==> src/rtl/corg_pkg.sv <==
// ---------------------------------------------------------------------------
// corg_pkg
// Shared definitions for the CORG ALU issue controller:
//   - ALU opcode encodings (OP_ADD..OP_SLT, OP_ILL marks a rejected opcode)
//   - FSM state encoding
//   - instruction field bit positions and a field-decode helper
//   - 6-bit to 16-bit sign-extension helper
// ---------------------------------------------------------------------------
package corg_pkg;

    localparam int DW   = 16;  // data / instruction width (fixed)
    localparam int NREG = 8;   // register count (fixed)
    localparam int RW   = 3;   // register index width

    localparam logic [2:0] OP_ADD = 3'b000;
    localparam logic [2:0] OP_AND = 3'b001;
    localparam logic [2:0] OP_SUB = 3'b010;
    localparam logic [2:0] OP_OR  = 3'b011;
    localparam logic [2:0] OP_XOR = 3'b100;
    localparam logic [2:0] OP_SLL = 3'b101;
    localparam logic [2:0] OP_SLT = 3'b110;
    localparam logic [2:0] OP_ILL = 3'b111;

    // Instruction field positions.
    localparam int OP_MSB      = 15;
    localparam int OP_LSB      = 13;
    localparam int RD_MSB      = 12;
    localparam int RD_LSB      = 10;
    localparam int RS_MSB      = 9;
    localparam int RS_LSB      = 7;
    localparam int IMM_SEL_BIT = 6;
    localparam int RT_MSB      = 5;
    localparam int RT_LSB      = 3;
    localparam int IMM_MSB     = 5;
    localparam int IMM_LSB     = 0;

    typedef enum logic [1:0] {
        ST_IDLE   = 2'd0,
        ST_DECODE = 2'd1,
        ST_EXEC   = 2'd2,
        ST_WB     = 2'd3
    } state_e;

    // rt and imm6 overlap in the instruction word; imm_sel picks which one is used.
    typedef struct packed {
        logic [2:0]    op;
        logic [RW-1:0] rd;
        logic [RW-1:0] rs;
        logic          imm_sel;
        logic [RW-1:0] rt;
        logic [5:0]    imm6;
    } instr_fields_t;

    function automatic instr_fields_t decode_instr(input logic [DW-1:0] w);
        instr_fields_t f;
        f.op      = w[OP_MSB:OP_LSB];
        f.rd      = w[RD_MSB:RD_LSB];
        f.rs      = w[RS_MSB:RS_LSB];
        f.imm_sel = w[IMM_SEL_BIT];
        f.rt      = w[RT_MSB:RT_LSB];
        f.imm6    = w[IMM_MSB:IMM_LSB];
        return f;
    endfunction

    function automatic logic [DW-1:0] sext6(input logic [5:0] imm);
        return {{(DW-6){imm[5]}}, imm};
    endfunction

endpackage

==> src/rtl/corg_regfile.sv <==
// ---------------------------------------------------------------------------
// corg_regfile
// 8 x 16 register file, R0 hard-wired to zero.
//   clk, rst_n          : clock, synchronous active-low clear of all registers
//   we, waddr, wdata    : synchronous write port (writes to R0 are discarded)
//   raddr_a / rdata_a   : combinational read port A
//   raddr_b / rdata_b   : combinational read port B
//   dbg_addr / dbg_data : combinational debug read port
// ---------------------------------------------------------------------------
module corg_regfile
    import corg_pkg::*;
(
    input  logic          clk,
    input  logic          rst_n,
    input  logic          we,
    input  logic [RW-1:0] waddr,
    input  logic [DW-1:0] wdata,
    input  logic [RW-1:0] raddr_a,
    output logic [DW-1:0] rdata_a,
    input  logic [RW-1:0] raddr_b,
    output logic [DW-1:0] rdata_b,
    input  logic [RW-1:0] dbg_addr,
    output logic [DW-1:0] dbg_data
);

    logic [DW-1:0] regs_q [NREG];
    logic [DW-1:0] regs_d [NREG];

    always_comb begin
        // NOTE: start from the held value so every path assigns regs_d; a
        // missing default here would infer latches.
        regs_d = regs_q;
        if (we) begin
            regs_d[waddr] = wdata;
        end
        // R0 stays zero regardless of writes, so reads need no special case.
        regs_d[0] = '0;
    end

    always_ff @(posedge clk) begin
        // NOTE: this storage is cleared on reset because software relies on
        // all registers reading zero afterwards; that keeps it in flops
        // rather than a RAM macro, which cannot be reset.
        if (!rst_n) begin
            regs_q <= '{default: '0};
        end else begin
            // NOTE: sequential state uses non-blocking assignment so every
            // flop samples pre-edge values regardless of statement order.
            regs_q <= regs_d;
        end
    end

    assign rdata_a  = regs_q[raddr_a];
    assign rdata_b  = regs_q[raddr_b];
    assign dbg_data = regs_q[dbg_addr];

endmodule

==> src/rtl/alu_issue_ctrl.sv <==
// ---------------------------------------------------------------------------
// alu_issue_ctrl
// Serialised issue controller for an external 16-bit ALU. One instruction in
// flight: IDLE -> DECODE -> EXEC -> WB -> IDLE (illegal: IDLE -> DECODE -> IDLE).
//   clk, rst_n               : clock, synchronous active-low reset
//   instr_valid/instr_ready  : instruction handshake (ready only in IDLE)
//   instr                    : [15:13] op [12:10] rd [9:7] rs [6] imm_sel
//                              [5:3] rt / [5:0] imm6
//   alu_op, alu_a, alu_b     : registered ALU controls, held outside DECODE
//   alu_result               : combinational ALU result
//   wb_valid, wb_rd, wb_data : one-cycle write-back pulse and its payload
//   illegal                  : one-cycle pulse while decoding op 111
//   dbg_addr / dbg_data      : combinational debug register read
// ---------------------------------------------------------------------------
module alu_issue_ctrl
    import corg_pkg::*;
(
    input  logic          clk,
    input  logic          rst_n,
    input  logic          instr_valid,
    output logic          instr_ready,
    input  logic [DW-1:0] instr,
    output logic [2:0]    alu_op,
    output logic [DW-1:0] alu_a,
    output logic [DW-1:0] alu_b,
    input  logic [DW-1:0] alu_result,
    output logic          wb_valid,
    output logic [RW-1:0] wb_rd,
    output logic [DW-1:0] wb_data,
    output logic          illegal,
    input  logic [RW-1:0] dbg_addr,
    output logic [DW-1:0] dbg_data
);

    state_e        state_q,  state_d;
    logic [DW-1:0] ir_q,     ir_d;
    logic [2:0]    alu_op_q, alu_op_d;
    logic [DW-1:0] alu_a_q,  alu_a_d;
    logic [DW-1:0] alu_b_q,  alu_b_d;
    logic [DW-1:0] result_q, result_d;

    instr_fields_t ir_f;
    logic [DW-1:0] rf_rdata_a;
    logic [DW-1:0] rf_rdata_b;
    logic          rf_we;

    assign ir_f = decode_instr(ir_q);

    // Write happens at the end of WB, so the following DECODE (at least two
    // cycles later) always reads the updated value: no hazard logic needed.
    assign rf_we = (state_q == ST_WB);

    corg_regfile u_regfile (
        .clk      (clk),
        .rst_n    (rst_n),
        .we       (rf_we),
        .waddr    (ir_f.rd),
        .wdata    (result_q),
        .raddr_a  (ir_f.rs),
        .rdata_a  (rf_rdata_a),
        .raddr_b  (ir_f.rt),
        .rdata_b  (rf_rdata_b),
        .dbg_addr (dbg_addr),
        .dbg_data (dbg_data)
    );

    always_comb begin
        state_d  = state_q;
        ir_d     = ir_q;
        alu_op_d = alu_op_q;
        alu_a_d  = alu_a_q;
        alu_b_d  = alu_b_q;
        result_d = result_q;

        case (state_q)
            ST_IDLE: begin
                if (instr_valid) begin
                    ir_d    = instr;
                    state_d = ST_DECODE;
                end
            end
            ST_DECODE: begin
                if (ir_f.op == OP_ILL) begin
                    // Rejected: ALU controls keep their previous values.
                    state_d = ST_IDLE;
                end else begin
                    alu_op_d = ir_f.op;
                    alu_a_d  = rf_rdata_a;
                    alu_b_d  = ir_f.imm_sel ? sext6(ir_f.imm6) : rf_rdata_b;
                    state_d  = ST_EXEC;
                end
            end
            ST_EXEC: begin
                result_d = alu_result;
                state_d  = ST_WB;
            end
            ST_WB: begin
                state_d = ST_IDLE;
            end
            default: begin
                state_d = ST_IDLE;
            end
        endcase
    end

    always_ff @(posedge clk) begin
        if (!rst_n) begin
            state_q  <= ST_IDLE;
            ir_q     <= '0;
            alu_op_q <= OP_ADD;
            alu_a_q  <= '0;
            alu_b_q  <= '0;
            result_q <= '0;
        end else begin
            state_q  <= state_d;
            ir_q     <= ir_d;
            alu_op_q <= alu_op_d;
            alu_a_q  <= alu_a_d;
            alu_b_q  <= alu_b_d;
            result_q <= result_d;
        end
    end

    assign instr_ready = (state_q == ST_IDLE);
    assign illegal     = (state_q == ST_DECODE) && (ir_f.op == OP_ILL);
    assign wb_valid    = (state_q == ST_WB);
    // Payload is zeroed outside the pulse so idle cycles show no stale data.
    assign wb_rd       = wb_valid ? ir_f.rd  : '0;
    assign wb_data     = wb_valid ? result_q : '0;

    assign alu_op = alu_op_q;
    assign alu_a  = alu_a_q;
    assign alu_b  = alu_b_q;

endmodule

==> config.mk <==
export PLATFORM = sky130hd
export DESIGN_NAME = alu_issue_ctrl
export DESIGN_NICKNAME = d
export VERILOG_FILES = /design/src/rtl/corg_pkg.sv /design/src/rtl/corg_regfile.sv /design/src/rtl/alu_issue_ctrl.sv
export SDC_FILE = /design/constraint.sdc
export NUM_CORES = 1
export LEC_CHECK = 0
export CORE_ASPECT_RATIO = 0.6
export CORE_MARGIN = 5
export CORE_UTILIZATION = 40
export DETAILED_ROUTE_END_ITERATION = 6
export PLACE_DENSITY = 0.64
export SYNTH_ARGS = -nofsm -noshare
export SYNTH_HDL_FRONTEND = slang
export SYNTH_SLANG_ARGS = --single-unit
==> constraint.sdc <==
create_clock -name clk -period 2.8 [get_ports clk]
set_clock_uncertainty 0.2 [all_clocks]
set_input_delay 0.56 -clock clk [delete_from_list [all_inputs] [get_ports clk]]
set_output_delay 0.56 -clock clk [all_outputs]
set_load 0.02 [all_outputs]
==> Yosys cells after proc, flatten, opt, wreduce, memory -nomap -nowiden <==
Index checks and enable logic that the tools add are counted.
{ "op_classes": {"bitwise_logic": 5, "n_lt_le_gt_ge": 5, "n_reduce_logical": 5, "eq_ne": 5, "mux": 18} }
{ "op_table": {"columns": ["cell", "n"], "rows": [
  ["16-bit binary-select mux with 3-bit select", 3],
  ["16-bit two-way mux", 9],
  ["128-bit bitwise mux", 1],
  ["16-bit demux with 3-bit select", 1],
  ["4-bit >= comparator (second input constant)", 4],
  ["3-bit inverter with 4-bit output", 4],
  ["2-bit case mux with 4 select lines", 1],
  ["2-bit equality test (second input constant)", 2],
  ["4-bit by 1-bit < comparator with 1-bit output (second input constant)", 1],
  ["2-bit two-way mux", 2],
  ["2-bit AND reduction", 2],
  ["3-bit equality test (second input constant)", 1],
  ["3-bit two-way mux", 1],
  ["2-bit by 1-bit equality test with 1-bit output (second input constant)", 1],
  ["1-bit logical AND", 2],
  ["2-bit zero test", 1],
  ["2-bit inequality test (second input constant)", 1],
  ["1-bit inverter", 1]
]} }
{ "totals": {"elab_cells": 51, "output_inout_bits": 73, "regBits": 181, "in_bits": 38} }

==> Longest topological paths before layout <==
{ "depth": {"word_depth": 6, "mapped_depth": 7, "ltp_nobuf": 5} }

==> Modules after synthesis <==
From an unflattened synthesis, not the netlist that was laid out.
{ "unflattened": {"hier_cells": 1128, "area_unflattened_um2": 10938.0} }
{ "by_module_without_submodules": {"columns": ["module", "seq_area_each_um2", "area_per_inst_um2", "instances", "cells_per_inst"], "rows": [
  ["corg_regfile", 2242.2, 7945.1, 1, 799],
  ["alu_issue_ctrl", 1381.3, 2992.9, 1, 329]
]} }

==> Worst setup path after synthesis <==
No wires, ideal clock.
{ "synth_timing": {"kind": "input-to-output", "startpoint": "input dbg_addr[2]", "endpoint": "output dbg_data[11]", "stages": 6, "arrival_ns": 1.845, "t_required_ns": 2.040, "setup_slack_ns": 0.195, "path_cell_list": "clkbuf_1 > nor2b_1 > clkbuf_1 > clkbuf_1 > a221oi_1 > a21oi_1"} }
{ "synth_between": {"elab_chain_cells": 4} }
{ "synth_lines": {"columns": ["item", "line_no", "text"], "rows": [
  ["from (decl)", "alu_issue_ctrl.sv:31", "input logic [RW-1:0] dbg_addr,"],
  ["3-bit inverter with 4-bit output (implied by the code)", "corg_regfile.sv:55", "assign dbg_data = regs_q[dbg_addr];"],
  ["16-bit binary-select mux with 3-bit select", "corg_regfile.sv:55", null],
  ["16-bit two-way mux (implied by the code) (2 in a row)", "corg_regfile.sv:55", null],
  ["to (decl)", "alu_issue_ctrl.sv:32", "output logic [DW-1:0] dbg_data"]
]} }
Every way passes these cells. The select of a mux whose other input is x is not followed.

==> Final worst setup path <==
{ "layout_timing": {"startpoint": "input dbg_addr[0]", "endpoint": "output dbg_data[12]"} }
Same word-level chain as after synthesis.

==> results.cfg <==
[drt]
routed_wl_um = 32200
dr.pass1.iters = 5
vias = 8385
ant_nets = 0
via_per_inst = 5.77
drc = 0
wl_per_cell_um = 22.2
drtIter0Drc = 967

[placed_design]
port_buffers = 110
place_ws_ns = -0.572
gp_congestion = 0.918
hpwl_um = 22000

[cells_and_area]
n_antenna_cell = 0
syn_to_final_growth_pct = 24.4
nNetsFinal = 1164
final_util_pct = 51.0
fillers = 2145
final_common_cell = nand2_1
drive_gt1_share_pct = 19.1
final_cell_mix = 216 x nand2_1, 179 x dfxtp_1, 95 x a21boi_0, 91 x clkdlybuf4s50_1, 89 x mux2i_1

[logic_synthesis]
synth_ff_type = dfxtp_1
ys_seq_area_share_pct = 37.9
synth_top_area_cell = dfxtp_1
ys_seq_elements = 181
ys.warnings.count = 0
synth_area_per_cell_um2 = 9.27
async_flop_share_pct = 0
synth_cells = 1031
yosys.area.top_type_share_pct = 37.9
synth_edf_count = 0
synth.distinct_cells = 40
yosys-top-cells-area = dfxtp_1 38%, mux2i_1 9.3%, nand2_1 8.5%, mux4_2 7.8%, a21boi_0 7.5%
syn_area_um2 = 9560
syn_nets = 1069

[floorplan]
die_h_um = 130
io_pins = 111
fp.coreArea_um2 = 23300
die_area_um2 = 27200
row_count = 43
die_x_um = 210
initial_core_util_pct = 41.0

[global_routing]
grtUsageMet2_pct = 32.1
grt_max_degree = 103
grt_pass1_vias = 8041
grt_overflow = 0
grt_util_met1_pct = 36.2
antenna_found_initial = 0
grt.met3_usage_pct = 7.78
grt_pass1_wl_um = 49600
track_usage_pct = 23.6
grt-busiest-layer = met1

[critical_path]
r2r_cells = 4
cp_max_fo = 5
crit_arrival_ns = 2.02
endpoint_kind = output pin
critPathKind = input port to output pin
critPathLaunchType = input port
cp.required_ns = 2.04
regToRegSetupSlack_ns = 0.47
reg2reg_to = alu_b[15]$_SDFFE_PN0P_

[sta]
setup_viol = 0
fin_crit_sh_pct = 99.2
rsz0062_at_grt = no
final-hold-violation-count = 0
max_freq_mhz = 360
final.setup.tns_ns = 0
fin_ws_ns = 0.0232
worst_slew_pin_slew_ns = 1.23
maxSlewHeadroom_pct = 18.1
fin_crit_ns = 2.78
drv_slew = 0

[pwr]
design_power_total_mw = 5.83
ir_drop_uv = 360
power.density_nw_per_um2 = 490
p_leak_nw = 3.96

[worst_hold_path]
min-delay-path-class = flop to flop
min_from = ir_q[2]$_SDFFE_PN0P_
holdPathEnd = ir_q[2]$_SDFFE_PN0P_
hold_path_depth = 2

[run_status]
outcome = completed

[clock_tree]
cts_tree = done
cts_root_buf = clkbuf_16
clockBufferDepth = 2
numCtsBuffers = 17
clk_pin_slew_ns = 0.07
clkLatencyLatePin_ns = 0.44
htree_levels = 4
cts-hold-fix-buffers = 0
cts_sinks = 181

[job]
maxCapViolCount = 0
[power by group]
group	switching, mW	internal, mW	total (mW)
Combinational	0.397	0.330	0.727
Sequential	0.0643	2.62	2.68
Clock	1.14	1.28	2.42
Total	1.60	4.23	5.83
[cells by family after synthesis]
family                 count (synthesis)  share of synthesized area [%]
buffers and inverters                128                           5.84
AND/OR/NAND/NOR                      337                           16.9
AO/OA/AOI/OAI                        226                           17.9
multiplexers                         159                           21.5
flip-flops                           181                           37.9
[state kept, by name (all words and copies together) (netlist names), named ones only]
name	flops
ir_q	16
u_regfile.regs_q	112
state_q	1
alu_op	3
alu_a	16
alu_b	16
result_q	16
[worst max-delay path by stage]
stage / from / end / cells past startpoint / slack, ns
final: dbg_addr[0] / dbg_data[12] / 7 / 0.02
after global routing: dbg_addr[0] / dbg_data[9] / 7 / 0.002
after CTS: dbg_addr[2] / dbg_data[9] / 8 / 0.005
after detailed placement: dbg_addr[2] / dbg_data[0] / 7 / -0.57
after global placement: dbg_addr[2] / dbg_data[4] / 7 / -0.56
after floorplan: dbg_addr[2] / dbg_data[11] / 6 / 0.19
[critical path, cell delays in order]
cell and delay, ns:
clkdlybuf4s15_2 0.23, bufbuf_16 0.29, buf_12 0.12, mux4_2 0.49, inv_1 0.06, a21oi_1 0.08, buf_2 0.18
[cell usage after synthesis, types with 3 or more instances]
| cell | instances |
|---|---|
| a221oi_1 | 32 |
| buf_2 | 29 |
| a32o_1 | 11 |
| nor2b_1 | 71 |
| clkbuf_1 | 72 |
| a221o_1 | 3 |
| buf_4 | 5 |
| nand3_1 | 6 |
| nand2_1 | 216 |
| mux2_2 | 37 |
| and2_1 | 5 |
| a22oi_1 | 14 |
| a31oi_1 | 14 |
| nand3b_1 | 3 |
| buf_6 | 3 |
| nor2_1 | 3 |
| o221a_2 | 3 |
| nor3b_2 | 3 |
| o21ai_0 | 15 |
| and3_1 | 19 |
| nor3b_1 | 3 |
| a21oi_1 | 16 |
| a21boi_0 | 95 |
| mux2i_1 | 89 |
| inv_1 | 17 |
| mux4_2 | 33 |
| o32ai_1 | 16 |
| dfxtp_1 | 181 |
[routing by layer]
metal  vias to the layer above  part of all wire (%)
met5                         -                     0
li1                       3857                     -
met3                        40                    12
met2                       457                    39
met4                         0                   1.3
met1                      4031                    48
[what timing repair did]
item,4_1_cts,5_1_grt
setup buffers,1,1
endpoints found under the setup margin,16,16
pin swaps,0,1
cloned,2,0
resized for setup,73,10
[cell type report]
cell class / instances / area [um2] / share of cell area (%)
clock inverter: 14 / 141 / 1.19
sequential: 181 / 3630 / 30.5
tap: 315 / 394 / 3.32
timing repair buffer: 185 / 1800 / 15.1
clock buffer: 18 / 439 / 3.69
multi-input combinational: 722 / 5420 / 45.6
inverter: 19 / 71.3 / 0.600
[stage by stage]
stage | hold slack [ns] | std cells | area, um2
floorplan | 0.244 | 1031 | 9560
global placement | 0.256 | 1418 | 11300
detailed placement | 0.259 | 1418 | 11300
CTS | 0.270 | 1453 | 11900
global route | 0.302 | 1454 | 11900
finish | 0.267 | 1454 | 11900
(Power assumes the default switching activity.)
